$ cat src/rtl/mem_io_responder_if.sv
// Load/store bus between the processor core (master) and mem_io_responder (slave).
interface mem_io_responder_if #(
  parameter int ADDR_W = 16,
  parameter int DATA_W = 16
);
  logic              req;
  logic              wr;
  logic [ADDR_W-1:0] addr;
  logic [DATA_W-1:0] wdata;
  logic              ack;
  logic [DATA_W-1:0] rdata;
  logic              err;

  modport master (output req, wr, addr, wdata, input ack, rdata, err);
  modport slave  (input req, wr, addr, wdata, output ack, rdata, err);
endinterface

$ cat src/rtl/mem_io_responder.sv
// Wait-state bus responder backing a data RAM, an LED register and a switch port.
// Define MEM_IO_RESP_ERR_EN to flag unmapped accesses and switch-port writes on err.
module mem_io_responder #(
  parameter int                DATA_W      = 16,
  parameter int                ADDR_W      = 16,
  parameter int                DEPTH       = 32,
  parameter int                WAIT_CYCLES = 2,
  parameter logic [ADDR_W-1:0] LED_ADDR    = 16'h1000,
  parameter logic [ADDR_W-1:0] SW_ADDR     = 16'h3000
) (
  input  logic                clk,
  input  logic                reset_n,
  mem_io_responder_if.slave   bus,
  input  logic [9:0]          sw,
  output logic [9:0]          led
);

  localparam int                CNT_W    = (WAIT_CYCLES > 1) ? $clog2(WAIT_CYCLES) : 1;
  localparam logic [CNT_W-1:0]  CNT_LOAD = CNT_W'((WAIT_CYCLES > 0) ? WAIT_CYCLES - 1 : 0);
  localparam int                IDX_W    = (DEPTH > 1) ? $clog2(DEPTH) : 1;
  localparam logic [ADDR_W-1:0] DEPTH_A  = ADDR_W'(DEPTH);

  typedef enum logic [1:0] {IDLE, WAIT, RESP} state_t;

  state_t            state, next_state;
  logic [CNT_W-1:0]  cnt;
  logic              wr_q;
  logic [ADDR_W-1:0] addr_q;
  logic [DATA_W-1:0] wdata_q;
  logic [DATA_W-1:0] ram [DEPTH];

  logic              accept, enter_resp;
  logic              cur_wr;
  logic [ADDR_W-1:0] cur_addr;
  logic [DATA_W-1:0] cur_wdata;
  logic              sel_ram, sel_led, sel_sw;
  logic [DATA_W-1:0] read_word;

  // NOTE: every signal driven in always_comb gets a default first so no latch is inferred.
  always_comb begin
    next_state = state;
    case (state)
      IDLE:    if (bus.req) next_state = (WAIT_CYCLES == 0) ? RESP : WAIT;
      WAIT:    if (cnt == '0) next_state = RESP;
      RESP:    next_state = IDLE;
      default: next_state = IDLE;
    endcase
  end

  // In IDLE the transaction is being accepted this edge, so decode the live bus;
  // afterwards the latched copy is authoritative.
  always_comb begin
    accept     = (state == IDLE) && bus.req;
    enter_resp = (next_state == RESP);
    cur_wr     = (state == IDLE) ? bus.wr    : wr_q;
    cur_addr   = (state == IDLE) ? bus.addr  : addr_q;
    cur_wdata  = (state == IDLE) ? bus.wdata : wdata_q;
    sel_ram    = (cur_addr < DEPTH_A);
    sel_led    = (cur_addr == LED_ADDR);
    sel_sw     = (cur_addr == SW_ADDR);
    read_word  = '0;
    if (sel_ram)      read_word = ram[cur_addr[IDX_W-1:0]];
    else if (sel_led) read_word = {{(DATA_W-10){1'b0}}, led};
    else if (sel_sw)  read_word = {{(DATA_W-10){1'b0}}, sw};
  end

  // NOTE: sequential state uses non-blocking assignments so every flop sees pre-edge values.
  always_ff @(posedge clk or negedge reset_n) begin
    if (!reset_n) begin
      state     <= IDLE;
      cnt       <= '0;
      wr_q      <= 1'b0;
      addr_q    <= '0;
      wdata_q   <= '0;
      bus.ack   <= 1'b0;
      bus.rdata <= '0;
      led       <= '0;
    end else begin
      state   <= next_state;
      bus.ack <= enter_resp;
      if (accept) begin
        wr_q    <= bus.wr;
        addr_q  <= bus.addr;
        wdata_q <= bus.wdata;
        cnt     <= CNT_LOAD;
      end else if (state == WAIT && cnt != '0) begin
        cnt <= cnt - 1'b1;
      end
      if (enter_resp) begin
        if (cur_wr) begin
          bus.rdata <= '0;
          if (sel_led) led <= cur_wdata[9:0];
        end else begin
          bus.rdata <= read_word;
        end
      end
    end
  end

  // NOTE: RAM contents carry no reset; gating on reset_n keeps an aborted write from landing.
  always_ff @(posedge clk) begin
    if (reset_n && enter_resp && cur_wr && sel_ram)
      ram[cur_addr[IDX_W-1:0]] <= cur_wdata;
  end

`ifdef MEM_IO_RESP_ERR_EN
  always_ff @(posedge clk or negedge reset_n) begin
    if (!reset_n)        bus.err <= 1'b0;
    else if (enter_resp) bus.err <= !(sel_ram || sel_led || sel_sw) || (cur_wr && sel_sw);
    else if (state == RESP) bus.err <= 1'b0;
  end
`else
  assign bus.err = 1'b0;
`endif

endmodule

$ cat src/flat_wrapper.sv
// flat-port wrapper written by rule: the top's interface ports become plain ports
module mem_io_responder_flat 
#(
  parameter int                DATA_W      = 16,
  parameter int                ADDR_W      = 16,
  parameter int                DEPTH       = 32,
  parameter int                WAIT_CYCLES = 2,
  parameter logic [ADDR_W-1:0] LED_ADDR    = 16'h1000,
  parameter logic [ADDR_W-1:0] SW_ADDR     = 16'h3000
)
  (clk, reset_n, sw, led, bus_req, bus_wr, bus_addr, bus_wdata, bus_ack, bus_rdata, bus_err);
  mem_io_responder_if #(.ADDR_W(ADDR_W), .DATA_W(DATA_W)) bus_i ();
  input  logic clk;
  input  logic reset_n;
  input  logic [9:0] sw;
  output logic [9:0] led;
  input wire logic [$bits(bus_i.req)-1:0] bus_req;
  input wire logic [$bits(bus_i.wr)-1:0] bus_wr;
  input wire logic [$bits(bus_i.addr)-1:0] bus_addr;
  input wire logic [$bits(bus_i.wdata)-1:0] bus_wdata;
  output wire logic [$bits(bus_i.ack)-1:0] bus_ack;
  output wire logic [$bits(bus_i.rdata)-1:0] bus_rdata;
  output wire logic [$bits(bus_i.err)-1:0] bus_err;
  assign bus_i.req = bus_req;
  assign bus_i.wr = bus_wr;
  assign bus_i.addr = bus_addr;
  assign bus_i.wdata = bus_wdata;
  assign bus_ack = bus_i.ack;
  assign bus_rdata = bus_i.rdata;
  assign bus_err = bus_i.err;
  mem_io_responder #(.DATA_W(DATA_W), .ADDR_W(ADDR_W), .DEPTH(DEPTH), .WAIT_CYCLES(WAIT_CYCLES), .LED_ADDR(LED_ADDR), .SW_ADDR(SW_ADDR)) u_core (.clk(clk), .reset_n(reset_n), .bus(bus_i), .sw(sw), .led(led));
endmodule
$ cat config.mk
export PLATFORM = sky130hd
export DESIGN_NAME = mem_io_responder_flat
export DESIGN_NICKNAME = d
export VERILOG_FILES = /design/src/rtl/mem_io_responder_if.sv /design/src/rtl/mem_io_responder.sv /design/src/flat_wrapper.sv
export SDC_FILE = /design/constraint.sdc
export NUM_CORES = 1
export LEC_CHECK = 0
export CAP_MARGIN = 15
export CORE_MARGIN = 2
export CORE_UTILIZATION = 45
export CTS_CLUSTER_DIAMETER = 60
export DETAILED_ROUTE_END_ITERATION = 7
export GPL_ROUTABILITY_DRIVEN = 0
export PLACE_DENSITY_LB_ADDON = 0.08
export SYNTH_ARGS = -nofsm -noshare
export SYNTH_HDL_FRONTEND = slang
export SYNTH_SLANG_ARGS = --single-unit
$ cat constraint.sdc
create_clock -name clk -period 2.95 [get_ports clk]
set_input_delay 0.4425 -clock clk [delete_from_list [all_inputs] [get_ports clk]]
set_output_delay 0.4425 -clock clk [all_outputs]
set_load 0.01 [all_outputs]
Yosys cells after proc, flatten, opt, wreduce, memory -nomap -nowiden
Memory sizes are Yosys's and may differ from the RTL's.
Cells that the tools add are included.

storage, ports and cells
  bits in registers = 63
  memory bits (writable) = 512
  input bits = 46
  logic and storage cells = 37
  memories kept = 1

cells by class
  add/subtract/negate cells = 1
  $lt $le $gt $ge = 1
  equal/unequal tests = 4
  multiplexer cells = 14
  reductions and logical operators = 8

memory list
  memory      depth  width  rd ports  clocked after memory_dff  wr ports  RTL line                text
  u_core.ram  32     16     1         0                         1         mem_io_responder.sv:30  logic [DATA_W-1:0] ram [DEPTH];

operator list
  operator                count
  $mux W16                5
  $eq A16 B13 Y1 const B  1
  $eq A16 B14 Y1 const B  1
  $lt A16 B6 Y1 const B   1
  $mux W10                1
  $logic_and A1 B1 Y1     5
  $mux W1                 5
  $mux W2                 2
  $pmux W2 S2             1
  $reduce_and A3 Y1       1
  $eq A2 B1 Y1 const B    1
  $eq A2 B2 Y1 const B    1
  $logic_not A2 Y1        1
  $reduce_bool A2 Y1      1
  $sub A1 B1 Y1 const B   1

Longest topological paths before layout
Gate-level depths: netlist (run 1).

  word-level depth = 8
  mapped depth = 13

Least setup slack after synthesis (run 1)
Ideal clock, no wire load.

  path kind = reg-to-reg
  start = reg u_core.state[1]
  end = mem u_core.ram[30][0], enable pin
  data arrival time = 2,666 ps
  data required time = 2,562 ps
  slack = -104 ps
  cell stages (with the launch flop) = 9
  path buffers = 2
  clock period less this slack = 3,054 ps
  path through = dfrtp_1 buf_4 nor2_8 buf_1 mux2i_1 and2_1 and4_1 nand3_1 nor2_1

between the ends
  cells in the longest elaborated chain, start to end = 8
  elaborated cells between the ends (all ways) = 14
  classes of those cells = 1 x order compare; 2 x eq/ne; 7 x mux; 4 x reduce/logical

RTL lines
  element                                                                RTL line                text
  start, declared                                                        mem_io_responder.sv:25  state_t state, next_state;
  start signal, assigned                                                 mem_io_responder.sv:79  state <= next_state;
  parallel branches: the longest is 8 deep, another holds $lt A16 B6 Y1  -
  end, declared                                                          mem_io_responder.sv:30

Parallel ways; which one is timed is not known.

Worst setup path after layout (run 1)
  start = reg u_core.state[1]
  end = reg u_core.bus.rdata[3]

between the ends
  cells in the longest elaborated chain, start to end = 7
  elaborated cells between the ends (all ways) = 16
  classes of those cells = 1 x order compare; 4 x eq/ne; 9 x mux; 1 x reduce/logical; 1 x memory

RTL lines
  element                                                                RTL line                   text
  parallel branches: the longest is 7 deep, another holds $lt A16 B6 Y1  -
  end signal, assigned                                                   mem_io_responder.sv:94     bus.rdata <= read_word;
  end, declared                                                          mem_io_responder_if.sv:15  modport slave (input req, wr, addr, wdata, output ack, rdata, err);

Parallel ways; which one is timed is not known.
A chain may end at the register's enable or synchronous reset.

==> summary.txt, run 1 <==
Die
  • Die area: 52690 µm²
  • Core Area: 50170 µm²
  • Initial core utilization: 0.4563
  • Die width: 229.5 µm
  • Overall die height: 229.5 µm
  • Std-Cell Rows: 82
  • I/O Pins: 74

Clock network
  • Clock transition at path regs: 0.06 ns
  • Htree depth: 2
  • Clock Path Buffers: 3
  • Clock Root Buffer: clkbuf_16
  • Clk sinks: 575
  • CTS tree: yes
  • CTS Hold Bufs: 0
  • Later-pin clock latency in the skew report: 0.62 ns
  • CTS Buf Count: 58

Setup path
  • CP Capture Type: flop
  • Crit path top cell by count: buf_4
  • Worst-path fanout max: 21
  • CP arrival: 3.35 ns
  • Buf/Inv on CP: 2
  • Max stage delay cell, worst path: or3b_4
  • CP startpoint kind: flop
  • Crit path required time: 3.46 ns
  • CP delay by family, top: compound AO/OA/AOI/OAI gates
  • CP peak stage delay: 0.45 ns
  • CP Class: flop to flop
  • Cell Chain, Critical Path: buf_4 -> or3b_4 -> nand2_8 -> buf_4 -> mux2i_1 -> a32o_1 -> a221o_1 -> o21a_1 -> o31ai_1

STA
  • Final setup vio count: 0
  • Final setup TNS: 0 ns
  • Rel. slew slack: 0.3842
  • Worst Max-Slew Pin Slew: 0.9237 ns
  • Clock Skews: 0.02129 ns
  • Slew Viols, Final: 0
  • Period utilization: 0.9599
  • Final Critical Period: 2.832 ns
  • Final hold vios: 0
  • RSZ-0062 raised after global routing: no
  • Hold WS: 0.07655 ns
  • Max frequency: 353.1 MHz

Synthesis
  • Mapped Area: 22890 µm²
  • Yosys warns: 0
  • Main flop type after synthesis: edfxtp_1
  • Most frequent cells after synthesis: edfxtp_1 (512), nand2_1 (271), mux2i_1 (83), dfrtp_1 (63), nor2_1 (60)
  • Mean area per synthesized cell: 16.07 µm²
  • Post-synth ARST share: 0.1096
  • Syn Nets: 1470
  • Top post-synthesis cells by area: edfxtp_1 (67%), dfrtp_1 (6.9%), nand2_1 (4.4%)
  • Number of flops mapped to enable cells by yosys: 512
  • Synth Register Bits: 575
  • Yosys cell types: 60
  • Cell taking the most area after synthesis: edfxtp_1
  • Sequential cell area fraction in the yosys report: 0.7405
  • Most common cell in the netlist: edfxtp_1
  • Share of Yosys cell area claimed by the top area cell type: 0.6717
  • Cells after synthesis: 1424

Detailed routing
  • Routed Antenna Nets: 0
  • Drc violations: 0
  • WL per Instance: 26.95 µm
  • Routed WL: 65.54 mm
  • DR vias: 14030
  • Via/cell ratio: 5.768
  • DRT iter0 DRCs: 1623
  • Count of TritonRoute iterations in the first routing pass: 5

Cells and area
  • Area grow syn2layout: 22.68%
  • Share of layout cells above drive strength 1: 0.2371
  • Fin nets: 1755

Pwr
  • PD cells: 1074 nW/µm²
  • NetSw: 10.91 mW
  • Maximum vdd ir drop: 0.5716 mV
  • Sequential power share: 0.361
  • Internal power: 19.26 mW
  • Cell leakage power: 9.904 nW
  • Switching Share: 0.3617
  • Logic pwr share: 0.396
  • Tot Pwr: 30.17 mW
  • Clock network fraction of total power: 0.243

GRT
  • Largest net degree at the start of global routing: 64
  • Gr usage total: 0.2495
  • Number of global-route vias before repair: 13790
  • First-pass GRT wire length: 95.29 mm
  • Initial antenna violation count: 0
  • Grt total ovfl: 0

Place
  • Final HPWL DP: 43.98 mm
  • Port bufs: 72

Hold path
  • Type of the worst min-delay path: input pin to asynchronous set/reset pin

Job
  • MaxCap Viol Count: 0

Outcome
  • Outcome: finished, final reports clean
cell type report:
type	count	area [µm²]
multi-input combinational	768	5558
timing repair buffer	297	2791
tap	672	840.8
clock buffer	67	1549
clock inverter	43	355.3
sequential	575	16950
inverter	9	33.78
fill	3981	22090
antenna	1	2.502
per-layer routing:
metal  global-route usage  wire [µm]  vias to the layer above
li1                     -          -                     6144
met1               0.3801      29500                     7205
met2               0.3760      29490                      591
met3              0.03386       4850                       88
met4              0.07204       1688                        0
met5                    0          0                        -
cells in the final DEF (no fill, tap or decap), types with 11 or more instances in the layout:
cell type        netlist  routed
a32oi_1               47      43
mux4_2                27      27
buf_12                 3      28
nand2_1              271     271
a31oi_1               15      14
nor2_1                60      52
a21oi_1               14      14
clkinv_2               0      12
a32o_1                13      13
dfrtp_1               63      63
clkdlybuf4s50_1        0      71
edfxtp_1             512     512
mux2_2                42      41
mux2i_1               83      82
buf_4                 14     189
clkinv_1               0      15
nor3_1                14      13
o22ai_1               11      11
nand4_1               15      15
clkbuf_16              0      61
nand3_1               34      34
sequential cells by signal, summed over array words and instances (netlist names):
signal,cells
u_core.cnt,1
u_core.bus.ack,1
u_core.led,10
u_core.wr_q,1
u_core.addr_q,16
u_core.wdata_q,16
u_core.ram,512
u_core.bus.rdata,16
u_core.state,2
stage by stage:
stage	instances	utilization	area, µm²	worst slack [ns]
global route	2431	0.5597	28080	0.006659
CTS	2427	0.5570	27950	0.001957
floorplan	1424	-	22900	-0.1042
finish	2432	0.5597	28080	0.1183
global placement	2317	0.5188	26030	-0.4960
detailed placement	2317	0.5188	26030	-0.4701
final timing paths:
kind / from / endpoint / slack (ns) / cells after the start
max: u_core.state[1] / u_core.bus.rdata[3] / 0.12 / 9
min: reset_n / u_core.addr_q[3] / 0.08 / 2
max reg2reg: u_core.state[1] / u_core.bus.rdata[3] / 0.12 / 9
min reg2reg: u_core.bus.rdata[6] / u_core.bus.rdata[6] / 0.48 / 2
max in group asynchronous: reset_n / u_core.bus.rdata[0] / 2.25 / 2
min in group clk: bus_addr[7] / u_core.addr_q[7] / 0.48 / 2
what timing repair did:
action                                  4_1_cts  5_1_grt
pin swaps                                     0        1
setup buffers                                 0        4
endpoints found under the hold margin         0        0
gates resized for setup                       3       26
endpoints found under the setup margin        3      516
power by group through the flow:
stage	Clock, mW	Combinational [mW]	Sequential (mW)
5_1_grt	7.79	12.6	10.9
3_5_place_dp	0	11.7	11.1
2_1_floorplan	0	6.06	11.1
3_3_place_gp	0	11.7	11.0
4_1_cts	7.47	11.8	10.9
6_report	7.33	11.9	10.9
cell families after synthesis:
family,share of synthesized area
AOI/OAI and AO/OA,0.06231
DFF,0.7405
and+or+nand+nor,0.08013
buffers and inverters,0.02126
muxes,0.09560
other,0.0001638
(Power assumes the default switching activity.)
==> run 2, diff against run 1 <==
--- a/config.mk
+++ b/config.mk
@@ -8,7 +8,9 @@
 export CAP_MARGIN = 15
 export CORE_MARGIN = 2
 export CORE_UTILIZATION = 45
+export CTS_BUF_LIST = sky130_fd_sc_hd__clkbuf_2
 export CTS_CLUSTER_DIAMETER = 60
+export CTS_CLUSTER_SIZE = 10
 export DETAILED_ROUTE_END_ITERATION = 7
 export GPL_ROUTABILITY_DRIVEN = 0
 export PLACE_DENSITY_LB_ADDON = 0.08
==> run 2 against run 1 <==
  * Largest power group unchanged
  * Clock power is 50% lower
  * Sequential share of layout area is 2.1 points higher
  * Worst setup slack worse by 0.046 ns
  * Hold slack worse by 0.0038 ns
  * Total power is 12% lower
  * Global-route usage is 0.28 points higher
  * Critical path depth is 1 lower
  * Count of clock-buffer cells in the layout is 29 higher
==> summary.txt, run 2 (same netlist as run 1, synthesis figures left out) <==
Clock network
  • Clk sinks: 575 (unchanged)
  • Clock Path Buffers: 3 (unchanged)
  • Htree depth: 3 (+1)
  • Later-pin clock latency in the skew report: 1.12 ns (+0.50 ns)
  • CTS tree: yes
  • CTS Buf Count: 69 (+19%)
  • Clock transition at path regs: 0.20 ns (+0.14 ns)
  • Clock Root Buffer: clkbuf_2

Pwr
  • Maximum vdd ir drop: 0.5097 mV (-11%)
  • Cell leakage power: 9.585 nW (-3.2%)
  • PD cells: 982.4 nW/µm² (-8.6%)

Die
  • Die area: 52690 µm² (unchanged)
  • Std-Cell Rows: 82 (unchanged)
  • Die width: 229.5 µm (unchanged)
  • Overall die height: 229.5 µm (unchanged)
  • I/O Pins: 74 (unchanged)
  • Initial core utilization: 0.4563 (unchanged)
  • Core Area: 50170 µm² (unchanged)

Cells and area
  • Most frequent cells in the layout: edfxtp_1 (512), nand2_1 (271), buf_4 (183)
  • Fillcell total: 4128 (+3.7%)
  • Fin nets: 1798 (+2.5%)
  • Area grow syn2layout: 18.61%
  • Max reg flops: 512 (unchanged)
  • Commonest non-fill, non-tap cell in the layout: edfxtp_1
  • Design area: 27150 µm² (-3.3%)
  • Share of layout cells above drive strength 1: 0.2448 (+0.007751)

GRT
  • First-pass GRT wire length: 95.90 mm (+0.64%)
  • Number of global-route vias before repair: 13970 (+1.3%)
  • Initial antenna violation count: 2 (+2)
  • Grt total ovfl: 0 (unchanged)
  • Gr usage total: 0.2523 (+0.002766)
  • Largest net degree at the start of global routing: 64 (unchanged)

Detailed routing
  • Routed Antenna Nets: 0 (unchanged)
  • Routed WL: 66.09 mm (+0.85%)
  • Drc violations: 0 (unchanged)
  • Via/cell ratio: 5.810 (+0.72%)
  • DRT iter0 DRCs: 1713 (+5.5%)
  • Count of TritonRoute iterations in the first routing pass: 5 (unchanged)
  • WL per Instance: 26.87 µm (-0.30%)
  • DR vias: 14290 (+1.9%)

STA
  • Max frequency: 347.6 MHz (-1.6%)
  • RSZ-0062 raised after global routing: yes
  • Clock Skews: 0.1144 ns (+0.09313 ns)
  • Final setup vio count: 0 (unchanged)
  • Slew Viols, Final: 0 (unchanged)
  • Worst Max-Slew Pin Slew: 0.9139 ns (-0.009772 ns)
  • Period utilization: 0.9753 (+0.01544)
  • Final Critical Period: 2.877 ns (+0.04556 ns)
  • Hold WS: 0.07270 ns (-0.003850 ns)
  • Rel. slew slack: 0.3907 (+0.006515)
  • Final hold vios: 0 (unchanged)

Setup path
  • CP peak stage delay: 0.51 ns (+0.06 ns)
  • CP startpoint kind: flop
  • CP Capture Type: flop
  • Crit path top cell by count: buf_12
  • Max stage delay cell, worst path: mux4_2
  • Cell Chain, Critical Path: buf_12 -> or3b_4 -> nand2_8 -> buf_12 -> mux4_2 -> o22ai_1 -> nor3_1 -> a32o_1
  • Buf/Inv on CP: 2 (unchanged)
  • CP arrival: 3.84 ns (+0.49 ns)
  • CP delay by family, top: simple AND/OR/NAND/NOR gates
  • CP Class: flop to flop
  • Worst-path fanout max: 16 (-24%)
  • Crit path required time: 3.91 ns (+0.45 ns)

Place
  • Final HPWL DP: 43.98 mm (unchanged)
  • Port bufs: 72 (unchanged)
  • Placed cell areas: 26030 µm² (unchanged)

Hold path
  • Type of the worst min-delay path: input pin to asynchronous set/reset pin

Outcome
  • Outcome: finished, final reports clean

Job
  • MaxCap Viol Count: 0 (unchanged)
-- run 2: power by group --
group	switching (mW)	total, mW	internal (mW)
combinational	7.66	12.1	4.42
clock	2.67	3.70	1.03
sequential	0.172	10.9	10.7
-- run 2: layout make-up --
cell class,count,area [µm²],share of cell area
Timing Repair Buffer,328,3132,0.1153
Multi-Input combinational cell,769,5612,0.2067
Inverter,9,33.78,0.001244
Sequential cell,575,16950,0.6243
Tap cell,672,840.8,0.03097
Clock buffer,96,480.5,0.01770
Clock inverter,8,93.84,0.003456
Antenna cell,3,7.507,0.0002765
-- run 2: worst reg2reg max path: stages (launching register included) --
cell and delay [ns]:
dfrtp_1 0.45, buf_12 0.16, or3b_4 0.48, nand2_8 0.16, buf_12 0.18, mux4_2 0.52, o22ai_1 0.38, nor3_1 0.13
a32o_1 0.26
-- run 2: metal layers --
metal  part of all wire  vias to the layer above  global-route usage
met4              0.024                        0             0.07041
met3              0.071                      109             0.04183
met1               0.46                     7307              0.3832
li1                   -                     6217                   -
met2               0.45                      659              0.3768
met5                  0                        -                   0
-- run 2: path summary, 6_finish.rpt --
kind,startpoint,end,slack (ns),cells past startpoint
worst max-delay path,u_core.state[0],u_core.bus.rdata[12],0.07,8
max in group asynchronous,reset_n,u_core.bus.rdata[4],2.20,3
worst min register to register,u_core.bus.rdata[5],u_core.bus.rdata[5],0.51,2
worst min-delay path,reset_n,u_core.wdata_q[12],0.07,3
min in group clk,sw[0],u_core.bus.rdata[0],0.12,3
worst max register to register,u_core.state[0],u_core.bus.rdata[12],0.07,8
-- run 2: through the flow --
stage          utilization  total power [mW]  setup TNS, ns  worst slack, ns  instances
2_1_floorplan            -             17.11         -47.57          -0.1042       1424
3_3_place_gp        0.5188             22.75        -184.36          -0.4960       2317
3_5_place_dp        0.5188             22.80        -192.30          -0.4701       2317
4_1_cts             0.5373             26.53              0         0.001261       2452
5_1_grt             0.5412             27.79       -0.01330         -0.01330       2460
6_report            0.5412             26.67              0          0.07275       2460
-- run 2: timing repair --
item                                    4_1_cts  5_1_grt
cloned                                        0        1
endpoints found under the setup margin       84      352
pin swaps                                     0        3
buffers inserted                              0        4
hold buffers                                 31        0
gates resized for setup                      13       32
hold endpoints to repair                     95        0
